## src/rtl/bin_to_bcd_seq.sv

```systemverilog
// Sequential double-dabble binary-to-BCD converter, one shift-add step per clock.
// Latency IN_WIDTH+1 cycles from accepted start to bcd_valid; start is ignored while busy.
module bin_to_bcd_seq #(
   parameter int IN_WIDTH = 16,
   parameter int N_DIGITS = 5
) (
   input  logic                    clock_100Mhz,
   input  logic                    reset,
   input  logic                    start,
   input  logic [IN_WIDTH-1:0]     bin_in,
   output logic                    busy,
   output logic                    bcd_valid,
   output logic [4*N_DIGITS-1:0]   bcd_out,
   output logic                    ovf_4dig
);

   localparam int CNT_W = $clog2(IN_WIDTH + 1);
   localparam logic [CNT_W-1:0] LAST_ITER = CNT_W'(IN_WIDTH - 1);

   typedef enum logic [1:0] {
      IDLE = 2'd0,
      CONV = 2'd1,
      DONE = 2'd2
   } state_t;

   state_t                  state_q, state_d;
   logic [IN_WIDTH-1:0]     shift_q, shift_d;
   logic [4*N_DIGITS-1:0]   scratch_q, scratch_d;
   logic [CNT_W-1:0]        cnt_q, cnt_d;
   logic [4*N_DIGITS-1:0]   bcd_q, bcd_d;
   logic                    ovf_q, ovf_d;

   logic [4*N_DIGITS-1:0]   adj;
   logic [4*N_DIGITS-1:0]   scratch_shl;
   logic [IN_WIDTH-1:0]     shift_shl;
   logic                    hi_nonzero;

   // Add-3 correction uses pre-shift digits, then the whole {scratch,shift} pair shifts left.
   always_comb begin
      adj = scratch_q;
      for (int i = 0; i < N_DIGITS; i++) begin
         if (scratch_q[4*i +: 4] >= 4'd5) begin
            adj[4*i +: 4] = scratch_q[4*i +: 4] + 4'd3;
         end
      end
      {scratch_shl, shift_shl} = {adj, shift_q} << 1;
      hi_nonzero = 1'b0;
      for (int i = 4; i < N_DIGITS; i++) begin
         hi_nonzero = hi_nonzero | (|scratch_shl[4*i +: 4]);
      end
   end

   always_comb begin
      state_d   = state_q;
      shift_d   = shift_q;
      scratch_d = scratch_q;
      cnt_d     = cnt_q;
      bcd_d     = bcd_q;
      ovf_d     = ovf_q;
      case (state_q)
         IDLE, DONE: begin
            state_d = IDLE;
            if (start) begin
               shift_d   = bin_in;
               scratch_d = '0;
               cnt_d     = '0;
               state_d   = CONV;
            end
         end
         CONV: begin
            shift_d   = shift_shl;
            scratch_d = scratch_shl;
            cnt_d     = cnt_q + 1'b1;
            // Publish on the final step so bcd_out and bcd_valid appear together in DONE.
            if (cnt_q == LAST_ITER) begin
               state_d = DONE;
               bcd_d   = scratch_shl;
               ovf_d   = hi_nonzero;
            end
         end
         default: state_d = IDLE;
      endcase
   end

   always_ff @(posedge clock_100Mhz or posedge reset) begin
      if (reset) begin
         state_q   <= IDLE;
         shift_q   <= '0;
         scratch_q <= '0;
         cnt_q     <= '0;
         bcd_q     <= '0;
         ovf_q     <= 1'b0;
      end else begin
         state_q   <= state_d;
         shift_q   <= shift_d;
         scratch_q <= scratch_d;
         cnt_q     <= cnt_d;
         bcd_q     <= bcd_d;
         ovf_q     <= ovf_d;
      end
   end

   assign busy      = (state_q == CONV);
   assign bcd_valid = (state_q == DONE);
   assign bcd_out   = bcd_q;
   assign ovf_4dig  = ovf_q;

endmodule

```

## config.mk

```make
export PLATFORM = sky130hd
export DESIGN_NAME = bin_to_bcd_seq
export DESIGN_NICKNAME = d
export VERILOG_FILES = /design/src/rtl/bin_to_bcd_seq.sv
export SDC_FILE = /design/constraint.sdc
export NUM_CORES = 1
export LEC_CHECK = 0
export BUFFER_PORTS_ARGS = -buffer_cell sky130_fd_sc_hd__buf_2
export CELL_PAD_IN_SITES_DETAIL_PLACEMENT = 1
export CELL_PAD_IN_SITES_GLOBAL_PLACEMENT = 1
export CORE_AREA = 4 4 98 100
export CTS_CLUSTER_SIZE = 20
export DETAILED_ROUTE_END_ITERATION = 8
export DIE_AREA = 0 0 102 104
export PLACE_DENSITY = 0.68
export SETUP_SLACK_MARGIN = 0.4
export SYNTH_ARGS = -nofsm -noshare
export SYNTH_HDL_FRONTEND = slang
export SYNTH_SLANG_ARGS = --single-unit
```

## constraint.sdc

```tcl
create_clock -name clock_100Mhz -period 5.6 [get_ports clock_100Mhz]
set_clock_uncertainty 0.15 [all_clocks]
set_input_delay 0.84 -clock clock_100Mhz [delete_from_list [all_inputs] [get_ports clock_100Mhz]]
set_output_delay 0.84 -clock clock_100Mhz [all_outputs]
set_load 0.005 [all_outputs]
```

# Yosys cells after proc, flatten, opt, wreduce, memory -nomap -nowiden
# Index checks and enable logic that the tools add are counted.
[totals] output_inout_bits=23 word_cells=42 reg_bits=64 ram_bits=0 latchBits=0 mem_bits_ro=0 memories=0
[op_classes] n_bitwise=0 mux=14 n_reduce_logical=6 add_sub_neg=6 n_eq_ne=5 n_div=0 n_shift=0 order_cmp=5 mul=0
[ops] operator="case mux 20 bit (2 select lines)" n=1
[ops] operator="case mux 16 bit (2 select lines)" n=1
[ops] operator=">= comparator 4 x 3 -> 1 bit, second input constant" n=5
[ops] operator="2-to-1 mux 20 bit" n=1
[ops] operator="adder 4 x 2 -> 4 bit, second input constant" n=4
[ops] operator="2-to-1 mux 16 bit" n=1
[ops] operator="2-to-1 mux 4 bit" n=4
[ops] operator="case mux 5 bit (2 select lines)" n=1
[ops] operator="adder 5 x 1 -> 5 bit, second input constant" n=1
[ops] operator="== test 5 x 4 -> 1 bit, second input constant" n=1
[ops] operator="2-to-1 mux 5 bit" n=1
[ops] operator="case mux 2 bit (2 select lines)" n=1
[ops] operator="AND reduction 2 bit" n=2
[ops] operator="OR reduction 4 bit" n=1
[ops] operator="adder 3 x 2 -> 3 bit, second input constant" n=1
[ops] operator="2-to-1 mux 3 bit" n=1
[ops] operator="== test 2 x 1 -> 1 bit, second input constant" n=1
[ops] operator="== test 2 bit, second input constant" n=1
[ops] operator="zero test 2 bit" n=1
[ops] operator="2-to-1 mux 2 bit" n=1
[ops] operator="!= test 2 x 1 -> 1 bit, second input constant" n=1
[ops] operator="!= test 2 bit, second input constant" n=1
[ops] operator="nonzero test 2 bit" n=1
[ops] operator="OR reduction 2 bit" n=1
[ops] operator="2-to-1 mux 1 bit" n=1

# Longest topological paths before layout
# Gate-level depths: netlist of run 1.
[logic_depth] word_depth=4 ltp_mapped=8 mapped_depth_nobuf=7

# Worst setup path before layout of run 1
# Ideal clock, no wire load.
[synth_timing] path_kind="reg2out" startpoint="register state_q[1]" endpoint="output port busy" stages_incl_launch_ff=5 path_slack_ns=3.694 t_arrival_ns=0.916 path_cell_list="dfrtp_1 > nand2b_1 > inv_2 > buf_4 > buf_2"
[synth_between] elab_chain_cells=1
[synth_lines] element="start, declared" line_no="26" text="state_t state_q, state_d;"
[synth_lines] element="start signal, assigned" line_no="94" text="state_q <= state_d;"
[synth_lines] element="== test 2 x 1 -> 1 bit" line_no="103" text="assign busy = (state_q == CONV);"
[synth_lines] element="end, declared" line_no="11" text="output logic busy,"
# Every way passes these cells.

# Worst setup path after layout of run 1
# Same ends and word-level chain as after synthesis.

==> metrics.txt, run 1 <==
status=complete, no violations; Inserted Clock Buffers=9; yosys warns=0; top_reg_cell synth=dfrtp_1; f_max=326.7 MHz; critical-path cell list=nand2b_1 -> inv_2 -> buf_2; syn_area_per_cell=10.15 um^2; Layout area overhead=15.23%; Comb pwr share=41.8%; total power=2.042 mW; largest net degree at the start of global routing=65; cts hold-fix bufs=0; GRT overflow=0; Post-Place Setup Slack=2.747 ns; Setup crit start kind=flop; VDD IR max=0.0001899 V; Synth Area in Compound Gates=16.74%; antenna cells=0; Clk Latency, worst-skew pair=~0.34 ns; setup TNS=0 ns; Seq/Total Area, Yosys=53.69%; Core Rows=34; Async SR Flop Fraction=100.0%; type of the tightest min-delay check=reg2reg; Slew HR=around two fifths; power per cell area=~590 nW/um^2; synth top area cells=dfrtp_1 54%, nand2_1 7.7%, o21ai_0 5.9%; final wirelength=between 6000 and 7000 um; Core ar.=a little under 9000 um^2; DRC viols=0; Slew Viols, Final=0; hold path startpoint=shift_q[3]; initial antenna violation count=0; crit end category=primary output; CP peak stage delay=approximately 0.64 ns; CTS root buf=clkbuf_8; DR vias=around 2200; gr usage total=around 14%; adder-cell share of the synthesized area=under 10%; Post-Syn Area=2983 um^2; Leak=between 1.5 and 2 nW; R2R Path Start=state_q[1]; minimum clock period=3.061 ns; Worst Path Required=~4.6 ns; largest delay contributor family on the critical path=buffers and inverters; Cells after Synth=294; WP buf/inv=2; CP Launch Point=state_q[1]; Synth top area share=a little over half; largest family of logic cells by synthesized area=compound AO/OA/AOI/OAI gates; Hold WS=roughly 0.33 ns; internal power=1.239 mW; Post-Synth XOR/XNOR Area=1.174%; total of max-cap violations=0; flop-to-flop setup slack=about 2.8 ns; cell accounting for the most synthesized area=dfrtp_1; Die Y=~100 um; arrival time at the worst endpoint=around 2.1 ns; synth unique cells=36; CTS tree=yes; most instantiated library cell after synthesis=dfrtp_1; Vias/cell=just over 5; syn_nets=325; initial core utilization=34.37%; layout cells sized above 1=around 22%; final hold violation count=0; post-cts gate resize count=0; top post-synthesis cells by count=64 x dfrtp_1, 61 x nand2_1, 35 x o21ai_0; Net Sw Frac=39.33%; Worst Tran Pin Value=0.8899 ns; unrepaired setup endpoints after global routing=no; global-route wire length before repair=11740 um; post-synthesis register bit count=64; Antenna Nets Post-Route=0; CTS Sinks=64; H-tree depth=3; EDFF count, synth=0; width of the die=102 um; Final GP Congestion=0.7566; setup ws final=between 2 and 3 ns; DP HPWL=4454 um; simple-gate share of the synthesized area=15.14%; sequential share of power=41.1%; postcts setup bufs=0; DRT Pass-1 Iters=4; I/O Buffers=41; drt initial violations=85; Setup CP Type=reg2out; Reg clk slew, reported paths=0.07 ns; Final period util=54.66%; Final Util=39.61%; vias in the first global route=2381; Die ar.=10610 um^2; Max Root-Sink Buffers=2; sw power=0.8032 mW; I/O Pins=42; per-cell routed wire length=15.01 um; Final nets=around 370; final setup vio count=0; clock share of power=between 10% and 20%; mux contribution to synthesized area=4.027%; CP max FO=30; slowest CP cell=inv_2
==> logic make-up (layout without fill, tap and decap cells) <==
kind of cell             after synthesis  in the layout
AND/OR/NAND/NOR                       96             96
multiplexers                          11             11
AO/OA/AOI/OAI                         79             79
adder cells (fa/ha/maj)               12             12
buffers and inverters                 28             72
XOR/XNOR                               4              4
flip-flops                            64             64
==> state kept, by name, indices dropped and copies added, names as in the netlist <==
signal / count
shift_q: 16
bcd_out: 20
cnt_q: 5
ovf_4dig: 1
scratch_q: 20
state_q: 2
==> per-stage QoR <==
stage / cells / cell area, um^2
after global routing: 446 / 3437
final: 446 / 3437
after detailed placement: 431 / 3271
after global placement: 431 / 3271
after CTS: 446 / 3437
after floorplan: 294 / 2983
==> path summary, 6_finish.rpt <==
| kind | to | depth (start not counted) |
|---|---|---|
| worst max-delay path | busy | 3 |
| worst min-delay path | shift_q[3] | 2 |
| worst max register to register | ovf_4dig | 6 |
| worst min register to register | shift_q[3] | 2 |
| max in group asynchronous | scratch_q[13] | 3 |
| min in group asynchronous | bcd_out[1] | 3 |
==> metal layers <==
| metal | wire [um] | vias up | global-route usage (%) | share of wire (%) |
|---|---|---|---|---|
| met2 | 3107 | 43 | 21.17 | 46 |
| met5 | 0 | - | 0 | 0 |
| met4 | 76 | 0 | 3.374 | 1.1 |
| met3 | 342 | 9 | 5.097 | 5.1 |
| li1 | - | 1091 | - | - |
| met1 | 3168 | 1100 | 18.36 | 47 |
==> worst register-to-register path: cells and delay by family, from the launching register on <==
kind            cells  cell delay (ns)
simple gates        3             0.90
buf+inv             2             0.96
flops               1             0.37
compound gates      1             0.33
==> layout by cell type, fill, tap and decap left out, types with 7 or more instances in the layout <==
cell and instances:
a22oi_1 15, clkbuf_8 11, nor3b_1 7, dfrtp_1 64
inv_1 11, nand2_1 61, buf_2 41, nand2b_1 7
a21oi_1 10, o21ai_0 35, mux2_2 8, a22o_1 8
ha_1 12
==> final cells by class <==
class                   instances  area (um^2)
fillers                      1030         5241
repair buffers                 43        220.2
clock buffers                  15        166.4
inverters                      14        52.55
flip-flops and latches         64         1602
well taps                     108        135.1
multi-input cells             202         1261
==> power groups by stage <==
stage	registers (mW)	clock network, mW	logic [mW]
3_5_place_dp	0.847	0	0.869
3_3_place_gp	0.841	0	0.829
5_1_grt	0.873	0.386	0.992
4_1_cts	0.841	0.364	0.877
6_report	0.838	0.350	0.854
2_1_floorplan	0.814	0	0.634
(Power assumes the default switching activity.)
==> inputs of run 2 (changes only) <==
Settings changed: PLACE_DENSITY 0.68 to 0.7.
Clock period 5.6 ns to 2.6 ns, I/O delays scaled along.
==> run 2 against run 1 <==
Compared with the run above:
- sequential cell count stayed put
- global-route usage increased by 0.61 points
- die area unchanged
- non-clock buffer count up 6
- setup slack worse by 2.0 ns
- clock-buffer cell count is 3 lower
- register-to-register slack lost 2.2 ns
- total power increased by 120%
- worst hold slack got worse by 0.22 ns
- first-iteration DRC count is 40% lower
- sequential share of layout area shrank 0.88 points
- largest power group unchanged
- critical endpoint unchanged
- wire length increased by 4.9%
==> metrics.txt, run 2 (synthesis gave the netlist of run 1 again) <==
Die Y=104 um (unchanged); crit end category=primary output (unchanged); vias in the first global route=2570 (was 2381); width of the die=102 um (unchanged); Inserted Clock Buffers=9 (unchanged); type of the tightest min-delay check=in2reg (was reg2reg); I/O Buffers=41 (unchanged); DR vias=2291 (was 2243); CP max FO=29 (was 30); flip-flop and latch area=1602 um^2 (unchanged); final wirelength=7023 um (was 6694 um); CTS root buf=clkbuf_8 (unchanged); final hold violation count=0 (unchanged); Leak=1.670 nW (was 1.634 nW); Final Util=40.37% (was 39.61%); I/O Pins=42 (unchanged); initial antenna violation count=0 (unchanged); GRT overflow=0 (unchanged); CTS tree=yes (unchanged); Slew Viols, Final=0 (unchanged); Final nets=371 (was 365); final setup vio count=0 (unchanged); Hold WS=0.1082 ns (was 0.3291 ns); DRT Pass-1 Iters=4 (unchanged); per-cell routed wire length=15.54 um (was 15.01 um); Final GP Congestion=0.7461 (was 0.7566); Vias/cell=5.069 (was 5.029); Slew HR=66.55% (was 40.53%); antenna cells=0 (unchanged); Die ar.=10610 um^2 (unchanged); Setup CP Type=reg2out (unchanged); arrival time at the worst endpoint=1.51 ns (was 2.07 ns); fill count=1016 (was 1030); drt initial violations=51 (was 85); Setup crit start kind=flop (unchanged); initial core utilization=34.37% (unchanged); Antenna Nets Post-Route=0 (unchanged); Reg clk slew, reported paths=0.07 ns (about the same); global-route wire length before repair=12210 um (was 11740 um); Clk Latency, worst-skew pair=0.34 ns (about the same); status=complete, no violations (unchanged); VDD IR max=0.0004444 V (was 0.0001899 V); layout cells sized above 1=24.13% (was 22.49%); total of max-cap violations=0 (unchanged); Core Rows=34 (unchanged); Core ar.=8678 um^2 (unchanged); Worst Tran Pin Value=0.5011 ns (was 0.8899 ns); H-tree depth=3 (unchanged); DP HPWL=4927 um (was 4454 um); Max Root-Sink Buffers=2 (unchanged); minimum clock period=2.045 ns; Worst Path Required=2.06 ns (was 4.61 ns); DRC viols=0 (unchanged); Final period util=between 70% and 80%; f_max=488.9 MHz; unrepaired setup endpoints after global routing=no (unchanged); area of the multi-input gates=1256 um^2 (was 1261 um^2); largest net degree at the start of global routing=30 (was 65); Layout area overhead=17.45% (was 15.23%); power per cell area=1295 nW/um^2 (was 594.1 nW/um^2); gr usage total=14.39% (was 13.78%); most common cell after layout, fill and taps aside=dfrtp_1 (unchanged); CTS Sinks=64 (unchanged); setup TNS=0 ns (unchanged); most frequent cells in the layout=64 x dfrtp_1, 61 x nand2_1, 41 x buf_2 (unchanged)
==> run 2: changes by cell type in the layout (fill, tap and decap cells not counted), sizes merged <==
cell,previous run,this run
clkinv,0,1
dlygate4sd3,0,1
buf,43,48
clkinvlp,0,1
clkbuf,15,12
bufinv,0,1
==> run 2: routing by layer <==
layer  up-vias  track usage (%)  routed length, um
li1       1100                -                  -
met1      1138            17.09               2911
met2        45            23.91               3574
met3         8            6.103                474
met4         0            3.374                 63
met5         -                0                  0
==> run 2: what timing repair did <==
| item | CTS | global route |
|---|---|---|
| hold buffers | 1 | 0 |
| buffers inserted | 0 | 0 |
| hold endpoints to repair | 21 | 0 |
| gates resized for setup | 0 | 2 |
| endpoints found under the setup margin | 0 | 1 |
==> run 2: layout make-up <==
type | count | share of cell area [%]
inverters | 14 | 1.571
multi-input cells | 202 | 35.86
well taps | 108 | 3.857
repair buffers | 49 | 7.643
clock buffers | 12 | 4.143
clock inverters | 3 | 1.214
flip-flops and latches | 64 | 45.71
==> run 2: where the power goes <==
group / switching, mW / internal, mW
Sequential: 0.359 / 1.45
Combinational: 1.03 / 0.851
Clock: 0.375 / 0.463
Total: 1.77 / 2.77
==> run 2: worst paths after layout <==
| check | startpoint | to | slack, ns | cells after the start |
|---|---|---|---|---|
| max | state_q[1] | busy | 0.55 | 4 |
| min | bin_in[11] | shift_q[11] | 0.11 | 3 |
| max reg2reg | cnt_q[0] | ovf_4dig | 0.57 | 7 |
| min reg2reg | shift_q[2] | shift_q[2] | 0.33 | 2 |
| max in group asynchronous | reset | scratch_q[10] | 1.14 | 4 |
| min in group asynchronous | reset | shift_q[9] | 0.48 | 3 |
==> run 2: critical path: stages (launching register included) <==
cell	delay, ns
dfrtp_1	0.39
nand2b_1	0.17
inv_2	0.09
buf_4	0.32
buf_2	0.18
==> run 2: stage by stage <==
stage	std cells	total power, mW	setup WS, ns	area, um^2
after floorplan	294	3.119	0.4619	2983
after global placement	436	3.623	0.5817	3303
after detailed placement	436	3.760	0.4799	3303
after CTS	452	4.625	0.4773	3501
after global routing	452	4.978	0.4090	3503
final	452	4.536	0.5546	3503
==> inputs of run 3 (changes only) <==
Clock period 2.6 ns to 1.8 ns, I/O delays scaled along.
==> run 3 against run 2 <==
Compared with the run above:
- sequential cell count unchanged
- wire length increased by 45%
- register-to-register slack got worse by 0.48 ns
- design area increased by 43%
- global-route usage increased by 4.5 points
- final cell count increased by 17%
==> metrics.txt, run 3 (synthesis gave the netlist of run 1 again) <==
status=complete, no violations (unchanged); DP HPWL=4770 um (was 4927 um); Final period util=94.89%; Core Rows=34 (unchanged); placed cell areas=3508 um^2 (was 3303 um^2); Slew Viols, Final=0 (unchanged); type of the tightest min-delay check=in2reg (unchanged); arrival time at the worst endpoint=1.79 ns (was 1.51 ns); antenna cells=0 (unchanged); Setup CP Type=reg2reg (was reg2out); DRC viols=0 (unchanged); DR vias=2751 (was 2291); Design Area, Final=5016 um^2 (was 3503 um^2); I/O Buffers=41 (unchanged); Clk Latency, worst-skew pair=0.35 ns (was 0.34 ns); largest net degree at the start of global routing=65 (was 30); CTS Sinks=64 (unchanged); vias in the first global route=2921 (was 2570); fin cells=530 (was 452); Final Util=57.80% (was 40.37%); Reg clk slew, reported paths=0.07 ns (about the same); final setup vio count=0 (unchanged); Vias/cell=5.191 (was 5.069); gr usage total=18.84% (was 14.39%); CTS root buf=clkbuf_8 (unchanged); I/O Pins=42 (unchanged); initial antenna violation count=0 (unchanged); VDD IR max=0.0007532 V (was 0.0004444 V); Worst Path Required=1.88 ns (was 2.06 ns); GRT overflow=0 (unchanged); area of the multi-input gates=1856 um^2 (was 1256 um^2); global-route wire length before repair=15510 um (was 12210 um); Leak=2.305 nW (was 1.670 nW); Antenna Nets Post-Route=0 (unchanged); placed cells=441 (was 436); f_max=around 590 MHz; total of max-cap violations=0 (unchanged); setup TNS=0 ns (unchanged); Max Root-Sink Buffers=2 (unchanged); power per cell area=2013 nW/um^2 (was 1295 nW/um^2); Worst Tran Pin Value=0.4078 ns (was 0.5011 ns); per-cell routed wire length=19.20 um (was 15.54 um); drt initial violations=60 (was 51); minimum clock period=1.708 ns; CTS tree=yes (unchanged); Final GP Congestion=0.7244 (was 0.7461); flip-flop and latch area=1604 um^2 (was 1602 um^2); crit end category=flop (was primary output); Slew HR=72.81% (was 66.55%); Die ar.=10610 um^2 (unchanged); Final nets=448 (was 371); Inserted Clock Buffers=9 (unchanged); final hold violation count=0 (unchanged); Core ar.=8678 um^2 (unchanged); H-tree depth=3 (unchanged); Die Y=104 um (unchanged); final wirelength=10170 um (was 7023 um); most common cell after layout, fill and taps aside=dfrtp_1 (unchanged); most frequent cells in the layout=62 x dfrtp_1, 40 x buf_2, 39 x nand2_1 (was 64 x dfrtp_1, 61 x nand2_1, 41 x buf_2); DRT Pass-1 Iters=4 (unchanged); Layout area overhead=68.16% (was 17.45%); Setup crit start kind=flop (unchanged); initial core utilization=34.37% (unchanged); fill count=910 (was 1016); layout cells sized above 1=59.24% (was 24.13%); width of the die=102 um (unchanged); unrepaired setup endpoints after global routing=yes (was no); CP max FO=7 (was 29)
run 3: path summary, 6_finish.rpt:
| check | slack [ns] | cells past startpoint | to | from |
|---|---|---|---|---|
| min reg2reg | 0.33 | 2 | bcd_out[13] | bcd_out[13] |
| max | 0.09 | 7 | ovf_4dig | cnt_q[0] |
| min in group asynchronous | 0.40 | 4 | bcd_out[10] | reset |
| max reg2reg | 0.09 | 7 | ovf_4dig | cnt_q[0] |
| min | 0.13 | 3 | state_q[0] | start |
| max in group asynchronous | 0.78 | 4 | bcd_out[0] | reset |
run 3: area by class of cell:
cell class / instances / share of cell area (%)
repair buffers: 126 / 23.07
well taps: 108 / 2.694
flip-flops and latches: 64 / 31.98
inverters: 14 / 1.322
multi-input cells: 202 / 36.99
clock inverters: 5 / 1.122
clock buffers: 11 / 2.819
run 3: critical path: stages, from the launching register on:
cell and delay (ns):
dfrtp_1 0.40, ha_2 0.20, and3_4 0.18, ha_4 0.14, nand2_4 0.08, inv_8 0.10, nand2_2 0.06, o32a_1 0.28
run 3: stage by stage:
step | power [mW] | setup WS [ns] | hold WS [ns]
2_1_floorplan | 4.843 | 0.1160 | 0.2481
4_1_cts | 9.032 | 0.1349 | 0.06358
3_3_place_gp | 5.703 | 0.06845 | 0.2441
6_report | 10.10 | 0.09195 | 0.1295
5_1_grt | 10.75 | 0.009525 | 0.1176
3_5_place_dp | 5.857 | 0.006419 | 0.2452
run 3: timing repair:
| action | 4_1_cts | 5_1_grt |
|---|---|---|
| gates cloned | 6 | 0 |
| pin swaps | 35 | 51 |
| setup endpoints to repair | 65 | 66 |
| setup buffers | 35 | 15 |
| resized for setup | 98 | 68 |
| hold buffers | 17 | 0 |
| endpoints found under the hold margin | 80 | 0 |
run 3: power by group:
group | switching [mW] | internal [mW]
combinational | 2.72 | 3.28
clock | 0.593 | 0.675
sequential | 0.726 | 2.10
total | 4.04 | 6.06
run 3: metal layers:
layer	track usage [%]	share of wire (%)
met1	23.46	41
met2	31.57	53
met3	4.762	3.6
met4	6.092	2.1
met5	0	0
